$ cat config.mk
export PLATFORM = sky130hd
export DESIGN_NAME = uart_lock_cmd_rx_flat
export DESIGN_NICKNAME = d
export VERILOG_FILES = /design/src/rtl/uart_lock_cmd_rx_if.sv /design/src/rtl/uart_lock_cmd_rx.sv /design/src/flat_wrapper.sv
export SDC_FILE = /design/constraint.sdc
export NUM_CORES = 1
export LEC_CHECK = 0
export ABC_AREA = 0
export BUFFER_PORTS_ARGS = -buffer_cell sky130_fd_sc_hd__buf_2
export CAP_MARGIN = 25
export CORE_ASPECT_RATIO = 0.8
export CORE_MARGIN = 2
export CORE_UTILIZATION = 25
export DETAILED_ROUTE_END_ITERATION = 12
export PLACE_DENSITY_LB_ADDON = 0.1
export RECOVER_POWER = 25
export SLEW_MARGIN = 10
export SYNTH_ARGS = -nofsm -noshare
export SYNTH_HDL_FRONTEND = slang
export SYNTH_SLANG_ARGS = --single-unit
$ cat constraint.sdc
create_clock -name clk -period 5 [get_ports clk]
set_clock_uncertainty 0.1 [all_clocks]
set_input_delay 0 -clock clk [delete_from_list [all_inputs] [get_ports clk]]
set_output_delay 0 -clock clk [all_outputs]
set_load 0.02 [all_outputs]
$ cat src/rtl/uart_lock_cmd_rx_if.sv
// Line-side and decoded-output signals of the UART lock command receiver.
// Ports: rx_pin (line in), lock_open, rx_byte, rx_valid, frame_err (outputs).
interface uart_lock_cmd_rx_if;
  logic       rx_pin;
  logic       lock_open;
  logic [7:0] rx_byte;
  logic       rx_valid;
  logic       frame_err;

  modport master (
    output rx_pin,
    input  lock_open,
    input  rx_byte,
    input  rx_valid,
    input  frame_err
  );

  modport slave (
    input  rx_pin,
    output lock_open,
    output rx_byte,
    output rx_valid,
    output frame_err
  );
endinterface

$ cat src/rtl/uart_lock_cmd_rx.sv
// 8N1 UART receiver + single-byte command decoder driving the lock position.
// Ports: clk, rst (sync, active-high), bus (slave: rx_pin in; lock_open,
// rx_byte, rx_valid, frame_err out). Optional PIN gate: UART_LOCK_PIN_EN.
module uart_lock_cmd_rx #(
  parameter int CLK_FREQ         = 50000000,
  parameter int BAUD             = 9600,
  parameter int AUTO_LOCK_CYCLES = 250000000
`ifdef UART_LOCK_PIN_EN
  ,
  parameter logic [31:0] PIN_CODE = 32'h31323334
`endif
) (
  input logic              clk,
  input logic              rst,
  uart_lock_cmd_rx_if.slave bus
);

  localparam int CPB  = CLK_FREQ / BAUD;
  localparam int HALF = CPB / 2;
  localparam int CCW  = $clog2(CPB + 1);

  localparam logic [CCW-1:0] BIT_LAST  = CCW'(CPB - 1);
  localparam logic [CCW-1:0] HALF_LAST =
    (HALF > 0) ? CCW'(HALF - 1) : '0;

  localparam bit TMR_EN = (AUTO_LOCK_CYCLES != 0);
  localparam int TW =
    TMR_EN ? $clog2(AUTO_LOCK_CYCLES + 1) : 1;
  localparam logic [TW-1:0] TMR_LAST =
    TMR_EN ? TW'(AUTO_LOCK_CYCLES - 1) : '0;
  localparam logic [TW-1:0] TMR_MAX = '1;

  localparam logic [7:0] CMD_A = 8'h41;
  localparam logic [7:0] CMD_C = 8'h43;
  localparam logic [7:0] CMD_T = 8'h54;

  typedef enum logic [1:0] {
    S_IDLE,
    S_START,
    S_DATA,
    S_STOP
  } rx_state_t;

  rx_state_t      state, state_n;
  logic [1:0]     sync;
  logic           line;
  logic [CCW-1:0] clk_cnt, clk_cnt_n;
  logic [2:0]     bit_cnt, bit_cnt_n;
  logic [7:0]     shreg, shreg_n;
  logic [7:0]     byte_q, byte_n;
  logic           valid_q, valid_n;
  logic           ferr_q, ferr_n;
  logic           lock_q, lock_n;
  logic [TW-1:0]  tmr_q, tmr_n;
  logic           open_ok;
`ifdef UART_LOCK_PIN_EN
  logic [31:0]    hist_q, hist_n;
`endif

  assign line = sync[1];

  always_ff @(posedge clk) begin
    if (rst) begin
      sync    <= 2'b11;
      state   <= S_IDLE;
      clk_cnt <= '0;
      bit_cnt <= '0;
      shreg   <= '0;
      byte_q  <= '0;
      valid_q <= 1'b0;
      ferr_q  <= 1'b0;
      lock_q  <= 1'b0;
      tmr_q   <= '0;
    end else begin
      sync    <= {sync[0], bus.rx_pin};
      state   <= state_n;
      clk_cnt <= clk_cnt_n;
      bit_cnt <= bit_cnt_n;
      shreg   <= shreg_n;
      byte_q  <= byte_n;
      valid_q <= valid_n;
      ferr_q  <= ferr_n;
      lock_q  <= lock_n;
      tmr_q   <= tmr_n;
    end
  end

`ifdef UART_LOCK_PIN_EN
  always_ff @(posedge clk) begin
    if (rst) hist_q <= '0;
    else     hist_q <= hist_n;
  end
`endif

  always_comb begin
    state_n   = state;
    clk_cnt_n = clk_cnt;
    bit_cnt_n = bit_cnt;
    shreg_n   = shreg;
    byte_n    = byte_q;
    valid_n   = 1'b0;
    ferr_n    = 1'b0;
    unique case (state)
      S_IDLE: begin
        clk_cnt_n = '0;
        bit_cnt_n = '0;
        if (!line) state_n = S_START;
      end
      S_START: begin
        if (clk_cnt == HALF_LAST) begin
          clk_cnt_n = '0;
          // A start bit that is high at mid-bit was a glitch
          state_n   = line ? S_IDLE : S_DATA;
        end else begin
          clk_cnt_n = clk_cnt + 1'b1;
        end
      end
      S_DATA: begin
        if (clk_cnt == BIT_LAST) begin
          clk_cnt_n = '0;
          shreg_n   = {line, shreg[7:1]};
          bit_cnt_n = bit_cnt + 3'd1;
          if (bit_cnt == 3'd7) state_n = S_STOP;
        end else begin
          clk_cnt_n = clk_cnt + 1'b1;
        end
      end
      S_STOP: begin
        if (clk_cnt == BIT_LAST) begin
          clk_cnt_n = '0;
          state_n   = S_IDLE;
          if (line) begin
            byte_n  = shreg;
            valid_n = 1'b1;
          end else begin
            ferr_n  = 1'b1;
          end
        end else begin
          clk_cnt_n = clk_cnt + 1'b1;
        end
      end
      default: state_n = S_IDLE;
    endcase
  end

  always_comb begin
    lock_n  = lock_q;
    tmr_n   = tmr_q;
`ifdef UART_LOCK_PIN_EN
    hist_n  = hist_q;
    open_ok = (hist_q == PIN_CODE);
`else
    open_ok = 1'b1;
`endif
    // Timeout path first so a same-cycle command overrides it
    if (!lock_q) begin
      tmr_n = '0;
    end else if (TMR_EN) begin
      if (tmr_q == TMR_LAST) begin
        lock_n = 1'b0;
        tmr_n  = '0;
      end else if (tmr_q != TMR_MAX) begin
        tmr_n = tmr_q + 1'b1;
      end
    end
    if (valid_q) begin
`ifdef UART_LOCK_PIN_EN
      hist_n = {hist_q[23:0], byte_q};
`endif
      unique case (1'b1)
        (byte_q == CMD_A): begin
          if (open_ok) begin
            lock_n = 1'b1;
            tmr_n  = '0;
`ifdef UART_LOCK_PIN_EN
            hist_n = '0;
`endif
          end
        end
        (byte_q == CMD_C): begin
          lock_n = 1'b0;
          tmr_n  = '0;
        end
        (byte_q == CMD_T): begin
          if (lock_q) begin
            lock_n = 1'b0;
            tmr_n  = '0;
          end else if (open_ok) begin
            lock_n = 1'b1;
            tmr_n  = '0;
`ifdef UART_LOCK_PIN_EN
            hist_n = '0;
`endif
          end
        end
        default: ;
      endcase
    end
  end

  assign bus.lock_open = lock_q;
  assign bus.rx_byte   = byte_q;
  assign bus.rx_valid  = valid_q;
  assign bus.frame_err = ferr_q;

endmodule
$ cat src/flat_wrapper.sv
// flat-port wrapper written by rule: the top's interface ports become plain ports
module uart_lock_cmd_rx_flat 
#(
  parameter int CLK_FREQ         = 50000000,
  parameter int BAUD             = 9600,
  parameter int AUTO_LOCK_CYCLES = 250000000

)
  (clk, rst, bus_rx_pin, bus_lock_open, bus_rx_byte, bus_rx_valid, bus_frame_err);
  uart_lock_cmd_rx_if bus_i ();
  input logic clk;
  input logic rst;
  input wire logic [$bits(bus_i.rx_pin)-1:0] bus_rx_pin;
  output wire logic [$bits(bus_i.lock_open)-1:0] bus_lock_open;
  output wire logic [$bits(bus_i.rx_byte)-1:0] bus_rx_byte;
  output wire logic [$bits(bus_i.rx_valid)-1:0] bus_rx_valid;
  output wire logic [$bits(bus_i.frame_err)-1:0] bus_frame_err;
  assign bus_i.rx_pin = bus_rx_pin;
  assign bus_lock_open = bus_i.lock_open;
  assign bus_rx_byte = bus_i.rx_byte;
  assign bus_rx_valid = bus_i.rx_valid;
  assign bus_frame_err = bus_i.frame_err;
  uart_lock_cmd_rx #(.CLK_FREQ(CLK_FREQ), .BAUD(BAUD), .AUTO_LOCK_CYCLES(AUTO_LOCK_CYCLES)) u_core (.clk(clk), .rst(rst), .bus(bus_i));
endmodule
[After elaboration in Yosys (flattened, before gate mapping)]
Cells that the tools add are included.
Cells by class
  $add $sub $neg: 3
  equality and inequality tests: 16
  multiplexer cells: 24
  bitwise gates (word level): 2
  reductions and logical operators: 9
Operators by type and width (number)
  $mux 28: 5
  $pmux 13 s3: 1
  $add 28x1->28 const B: 1
  $eq 28x28->1 const B: 1
  $ne 28x28->1 const B: 1
  $mux 13: 2
  $eq 8x7->1 const B: 3
  $add 13x1->13 const B: 1
  $eq 13x12->1 const B: 1
  $eq 13x13->1 const B: 1
  $mux 2: 6
  $ne 2x1->1 const B: 4
  $pmux 2 s4: 1
  $mux 1: 6
  $pmux 3 s2: 1
  $reduce_or 3->1: 2
  $reduce_and 5->1: 1
  $eq 2x2->1 const B: 2
  $reduce_and 2->1: 2
  $add 3x1->3 const B: 1
  $eq 3x3->1 const B: 1
  $mux 3: 1
  $pmux 1 s3: 1
  $reduce_and 3->1: 1
  other kinds (6): 7
Word-level totals
  register bits after elaboration: 67
  bits of input ports: 3
  output and inout bits: 11

[Logic depth before layout (Yosys ltp)]
Gate-level depths: netlist (run 1).
  depth after elaboration: 6
  depth in mapped cells: 8

[Worst setup path after synthesis (run 1)]
Ideal clock, no wire load.
  path type: register to register
  start: register u_core.clk_cnt[0]
  end: register u_core.byte_q[0] (netlist: u_core.bus.rx_byte[0])
  library setup time: 128 ps
  arrival: 1857 ps
  setup slack: 2915 ps
  cell stages (with the launch flop): 8
  cell sequence: dfxtp_1 -> ha_1 -> nor3b_1 -> nand4_1 -> or3_1 -> buf_2 -> mux2i_1 -> nor2_1
Between the ends
  cells in the longest elaborated chain, start to end: 2
RTL lines
  start: declaration: line uart_lock_cmd_rx.sv:47  | logic [CCW-1:0] clk_cnt, clk_cnt_n;
  start signal: assignment: line uart_lock_cmd_rx.sv:77  | clk_cnt <= clk_cnt_n;
  $eq 13x13->1: line uart_lock_cmd_rx.sv:129  | if (clk_cnt == BIT_LAST) begin
  $reduce_and 3->1 (no source line)
  end signal: assignment: line uart_lock_cmd_rx.sv:80  | byte_q <= byte_n;
  end: declaration: line uart_lock_cmd_rx.sv:50  | logic [7:0] byte_q, byte_n;
Every way passes these cells.
A chain may end at the register's enable or synchronous reset.

[Worst setup path in the final report (run 1)]
  start: register u_core.tmr_q[14]
  end: register u_core.lock_q (netlist: u_core.bus.lock_open)
Between the ends
  cells in the longest elaborated chain, start to end: 5
RTL lines
  start: declaration: line uart_lock_cmd_rx.sv:54  | logic [TW-1:0] tmr_q, tmr_n;
  start signal: assignment: line uart_lock_cmd_rx.sv:84  | tmr_q <= tmr_n;
  $eq 28x28->1 (*): line uart_lock_cmd_rx.sv:159  | if (tmr_q == TMR_LAST) begin
  $mux 1 (*): line uart_lock_cmd_rx.sv:159
  $mux 1 (*): line uart_lock_cmd_rx.sv:156  | if (!lock_q) begin
  $pmux 1 s3: line uart_lock_cmd_rx.sv:170  | unique case (1'b1)
  $mux 1 (*): line uart_lock_cmd_rx.sv:166  | if (valid_q) begin
  end signal: assignment: line uart_lock_cmd_rx.sv:83  | lock_q <= lock_n;
  end: declaration: line uart_lock_cmd_rx.sv:53  | logic lock_q, lock_n;
Every way passes the cells marked *; elsewhere a longest branch is shown, timed or not.

==> results of run 1 <==
## power by group
| part | switching, mW | internal, mW | total (mW) |
|---|---|---|---|
| Clock | 0.244 | 0.383 | 0.626 |
| Combinational | 0.00603 | 0.00319 | 0.00922 |
| Sequential | 0.00208 | 0.535 | 0.537 |
## routing by layer
metal / track usage / vias to the layer above / wire length, um
li1: - / 1265 / -
met1: 0.159 / 1189 / 3650
met2: 0.145 / 43 / 2730
met3: 0.0323 / 7 / 295
met4: 0.0438 / 0 / 80
met5: 0 / - / 0
## cell families (layout without fill, tap and decap cells)
kind of cell,Yosys count,in the layout,share of synthesized area
simple gates,169,169,0.314
flops,67,67,0.424
compound gates,43,43,0.0897
buf+inv,23,38,0.0348
xor+xnor,21,21,0.0581
mux,20,20,0.0636
fa+ha+maj,4,4,0.0158
## stage by stage
step / area, sq um / std cells
global route: 3660 / 533
detailed placement: 3370 / 517
finish: 3660 / 533
global placement: 3370 / 517
CTS: 3670 / 533
floorplan: 3170 / 347
## sequential cells by signal, summed over array words and instances, names as in the netlist, named ones only
signal                cells
u_core.shreg              8
u_core.bus.frame_err      1
u_core.state              1
u_core.tmr_q             28
u_core.bus.lock_open      1
u_core.bus.rx_valid       1
u_core.bus.rx_byte        8
u_core.sync               2
u_core.clk_cnt           13
u_core.bit_cnt            3
## layout by cell type (no fill, tap or decap), types with 5 or more instances in the layout
cell,instances
nand2b_1,7
nor2_1,51
inv_1,7
o31ai_1,10
xnor2_1,11
nand3_1,17
nand4_1,11
clkbuf_1,11
or4_1,6
clkinvlp_4,5
mux2i_1,19
a21oi_1,16
xor2_1,10
clkbuf_16,9
dfxtp_1,67
or3_1,6
nor3_1,13
nand2_1,19
## how the worst min path moves through the flow
| stage | startpoint | endpoint | slack (ps) | cells after the start |
|---|---|---|---|---|
| after global routing | rst | u_core.shreg[4]$_SDFFE_PP0P_ | 50 | 2 |
| after CTS | rst | u_core.shreg[2]$_SDFFE_PP0P_ | 30 | 2 |
| after global placement | bus_rx_pin | u_core.sync[0]$_SDFF_PP1_ | 80 | 2 |
| final | rst | u_core.shreg[4]$_SDFFE_PP0P_ | 30 | 2 |
| after floorplan | bus_rx_pin | u_core.sync[0]$_SDFF_PP1_ | 4 | 1 |
| after detailed placement | bus_rx_pin | u_core.sync[0]$_SDFF_PP1_ | 90 | 2 |
## layout make-up
| cell class | instances | area [sq um] | area share |
|---|---|---|---|
| clock inverter | 6 | 67.6 | 0.0185 |
| clock buffer | 9 | 225 | 0.0616 |
| sequential | 67 | 1340 | 0.367 |
| inverter | 8 | 30.0 | 0.00821 |
| timing repair buffer | 15 | 68.8 | 0.0188 |
| tap | 171 | 214 | 0.0585 |
| multi-input combinational | 257 | 1710 | 0.468 |
## what timing repair did
| action | CTS | global route |
|---|---|---|
| hold buffers | 1 | 0 |
| gates resized for setup | 0 | 0 |
| endpoints found under the hold margin | 1 | 0 |
## worst max-delay path, delay by kind of cell (launching register included)
kind / cells / cell delay (ps)
compound gates: 1 / 170
flops: 1 / 340
simple gates: 4 / 1880
==> flow_summary.json, run 1 <==
{
  "slew_violations": 0,
  "clock_path_buffers": 2,
  "rsz0062_at_grt": "false",
  "core_area_sq_um": 12300,
  "finalWirelength_um": 6750,
  "post-synth-top-count-cell": "dfxtp_1",
  "min_period_ps": 2670,
  "dp_slack_ps": 2440,
  "critPathCaptureType": "flip-flop",
  "syn-cell-area_sq_um": 3170,
  "power_mw": 1.17,
  "p_leak_nw": 1.15,
  "status": "finished, final reports clean",
  "fp.dieW_um": 130,
  "first_iter_violations": 135,
  "ys_types": 55,
  "fin_crit_sh": 0.534,
  "drc_errors": 0,
  "cpPeakStageDelay_ps": 830,
  "io_pins": 14,
  "cts_post_setup_buffers_inserted": 0,
  "start_kind": "flip-flop",
  "die_h_um": 105,
  "numCtsBuffers": 9,
  "critical_path_arrival_ps": 2740,
  "setup_slack_ps": 2330,
  "grt_max_degree": 29,
  "wire_per_inst_um": 12.7,
  "layout-area-overhead-vs-synth_pct": 15.6,
  "rows": 36,
  "gp_congestion": 0.704,
  "yosysWarnings": 0,
  "max_freq_mhz": 375,
  "relSlewSlack": 0.319,
  "rrSetupSlack_ps": 2330,
  "seq_area_frac_synth": 0.424,
  "syn_inst": 347,
  "via_per_inst": 4.70,
  "finalHoldWorstSlack_ps": 25.8,
  "synth_commonest_cells": "67 x dfxtp_1, 51 x nor2_1, 19 x mux2i_1",
  "hold_viol_final": 0,
  "antenna_cells": 0,
  "clk_root_buffer_cell": "clkbuf_16",
  "grt_pass1_vias": 2311,
  "path_cells": "or4b_1, nor3_1, nand4_1, nand2_1, o31ai_1",
  "yosys.area.top_type": "dfxtp_1",
  "tightest_slew_ps": 1020,
  "drt_pass1_iterations": 4,
  "ir_drop_uv": 114,
  "async_reset_ff_frac": 0,
  "cts_htree_levels": 3,
  "hold_path_class": "primary input to flip-flop",
  "r2r-end": "u_core.bus.lock_open$_SDFF_PP0_",
  "initial_core_util": 0.258,
  "ys_top_cells_by_area": "dfxtp_1 42%, nor2_1 6.0%, mux2i_1 6.0%",
  "powerDensity_nw_per_um2": 321,
  "drive_gt1_frac": 0.0939,
  "syn_nets": 354,
  "cp_slowest_cell": "nand2_1",
  "synthDominantCellAreaShare": 0.424,
  "io_buffers": 13,
  "dp_hpwl_um": 4440,
  "dieArea_sq_um": 13600,
  "grt_use_total": 0.108,
  "fin_util": 0.299,
  "synth_edf_count": 0,
  "overflow": 0,
  "avgSynthCellArea_sq_um": 9.12,
  "endpoint": "u_core.bus.lock_open$_SDFF_PP0_",
  "cts_tree": "yes",
  "clock-sinks": 67,
  "worstSkewPairLatency_ps": 330,
  "ys.flop_type": "dfxtp_1",
  "tns_ps": 0,
  "path_clk_slew_ps": 60,
  "crit_path_start": "u_core.tmr_q[14]$_SDFF_PP0_",
  "cp.required_ps": 5070,
  "nets": 365,
  "finalSetupViolCount": 0,
  "ant_nets": 0,
  "fillCellCount": 1355,
  "r2r_start": "u_core.tmr_q[14]$_SDFF_PP0_",
  "maxCapViolations": 0,
  "path_max_fanout": 27,
  "grt_pass1_wl_um": 11500,
  "r2r_cells": 5,
  "vias": 2504,
  "antenna_found_initial": 0,
  "synth_seq_cells": 67,
  "crit_type": "flip-flop to flip-flop"
}
Power figures use the tool's default switching activity.
==> run 2, diff against run 1 <==
- clock period: 5 -> 2.2 ns (I/O delays scaled with it)
==> flow_summary.json, run 2 (synthesis results as in run 1) <==
{
  "tightest_slew_ps": 620,
  "p_leak_nw": 1.31,
  "reg_top3": "u_core.tmr_q (28), u_core.clk_cnt (13)",
  "finalSetupViolCount": 0,
  "rows": 36,
  "fp.dieW_um": 130,
  "placed_area_sq_um": 3590,
  "final_common_cell": "dfxtp_1",
  "r2r_cells": 6,
  "critical_path_arrival_ps": 2250,
  "powerDensity_nw_per_um2": 673,
  "fin_crit_sh": 0.947,
  "numCtsBuffers": 9,
  "clk_root_buffer_cell": "clkbuf_16",
  "ant_nets": 0,
  "cts_htree_levels": 3,
  "via_per_inst": 4.49,
  "path_max_fanout": 11,
  "nets": 393,
  "final_area_sq_um": 3880,
  "vias": 2524,
  "path_clk_slew_ps": 60,
  "clock-sinks": 67,
  "drive_gt1_frac": 0.164,
  "layout-area-overhead-vs-synth_pct": 22.6,
  "start_kind": "flip-flop",
  "r2r-end": "u_core.tmr_q[4]$_SDFF_PP0_",
  "drt_pass1_iterations": 4,
  "relSlewSlack": 0.581,
  "antenna_found_initial": 0,
  "hold_start": "bus_rx_pin",
  "grt_use_total": 0.112,
  "clock_path_buffers": 2,
  "dp_cells": 544,
  "crit_type": "flip-flop to flip-flop",
  "ir_drop_uv": 299,
  "cts_post_setup_buffers_inserted": 0,
  "critPathCaptureType": "flip-flop",
  "finalHoldWorstSlack_ps": 286,
  "io_buffers": 13,
  "drc_errors": 0,
  "slew_violations": 0,
  "dp_hpwl_um": 5040,
  "io_pins": 14,
  "cp.required_ps": 2370,
  "hold_viol_final": 0,
  "grt_pass1_vias": 2388,
  "core_area_sq_um": 12300,
  "rrSetupSlack_ps": 120,
  "final_cell_mix": "67 x dfxtp_1, 51 x nor2_1, 26 x buf_4",
  "rsz0062_at_grt": "false",
  "maxCapViolations": 0,
  "dp_slack_ps": 72.5,
  "endpoint": "u_core.tmr_q[4]$_SDFF_PP0_",
  "setup_slack_ps": 117,
  "min_period_ps": 2080,
  "status": "finished, final reports clean",
  "cts_tree": "yes",
  "power_mw": 2.61,
  "finalNonFillerCells": 562,
  "die_h_um": 105,
  "wire_per_inst_um": 12.5,
  "antenna_cells": 0,
  "overflow": 0,
  "largest-register": "u_core.tmr_q",
  "finalWirelength_um": 7030,
  "dieArea_sq_um": 13600,
  "crit_path_start": "u_core.tmr_q[0]$_SDFF_PP0_",
  "gp_congestion": 0.716,
  "largest_reg_flops": 28,
  "r2r_start": "u_core.tmr_q[0]$_SDFF_PP0_",
  "max_freq_mhz": 480,
  "tns_ps": 0,
  "initial_core_util": 0.258,
  "fillCellCount": 1337,
  "fin_util": 0.317,
  "grt_pass1_wl_um": 12100,
  "first_iter_violations": 118,
  "hold_path_class": "primary input to flip-flop",
  "worstSkewPairLatency_ps": 330,
  "grt_max_degree": 28
}
-- run 2: cell type report --
cell class / count / area, sq um / share of cell area
Multi-Input combinational cell: 257 / 1730 / 0.447
Sequential cell: 67 / 1340 / 0.346
Timing Repair Buffer: 43 / 278 / 0.0716
Clock buffer: 9 / 225 / 0.0580
Tap cell: 171 / 214 / 0.0551
Clock inverter: 7 / 58.8 / 0.0152
Inverter: 8 / 30.0 / 0.00774
-- run 2: what timing repair did --
action                                  4_1_cts  5_1_grt
resized for setup                             0        3
hold buffers                                  2        0
endpoints found under the setup margin        0       14
endpoints found under the hold margin         2        0
-- run 2: how the worst min path moves through the flow --
stage,end,cells past startpoint
final,u_core.sync[0]$_SDFF_PP1_,3
after global placement,u_core.sync[0]$_SDFF_PP1_,2
after detailed placement,u_core.sync[0]$_SDFF_PP1_,2
after CTS,u_core.sync[0]$_SDFF_PP1_,3
after floorplan,u_core.sync[0]$_SDFF_PP1_,1
after global routing,u_core.sync[0]$_SDFF_PP1_,3
-- run 2: routing by layer --
layer  vias to the layer above  GRT usage  wire [um]
met5                         -          0          0
met1                      1162      0.167       3900
li1                       1329          -          -
met2                        24      0.150       2840
met4                         0     0.0376         95
met3                         9     0.0343        195
-- run 2: critical path, stage by stage (launching register included) --
cell,delay [ps]
dfxtp_1,340
ha_1,220
nand2_1,100
or4_4,650
o31ai_4,360
o21ai_0,130
a21oi_1,120
-- run 2: report_power, final --
| part | leakage [nW] | switching [mW] | internal (mW) |
|---|---|---|---|
| sequential | 0.540 | 0.00212 | 1.22 |
| clock | 0.133 | 0.589 | 0.778 |
| combinational | 0.632 | 0.0174 | 0.0110 |
| total | 1.31 | 0.608 | 2.01 |
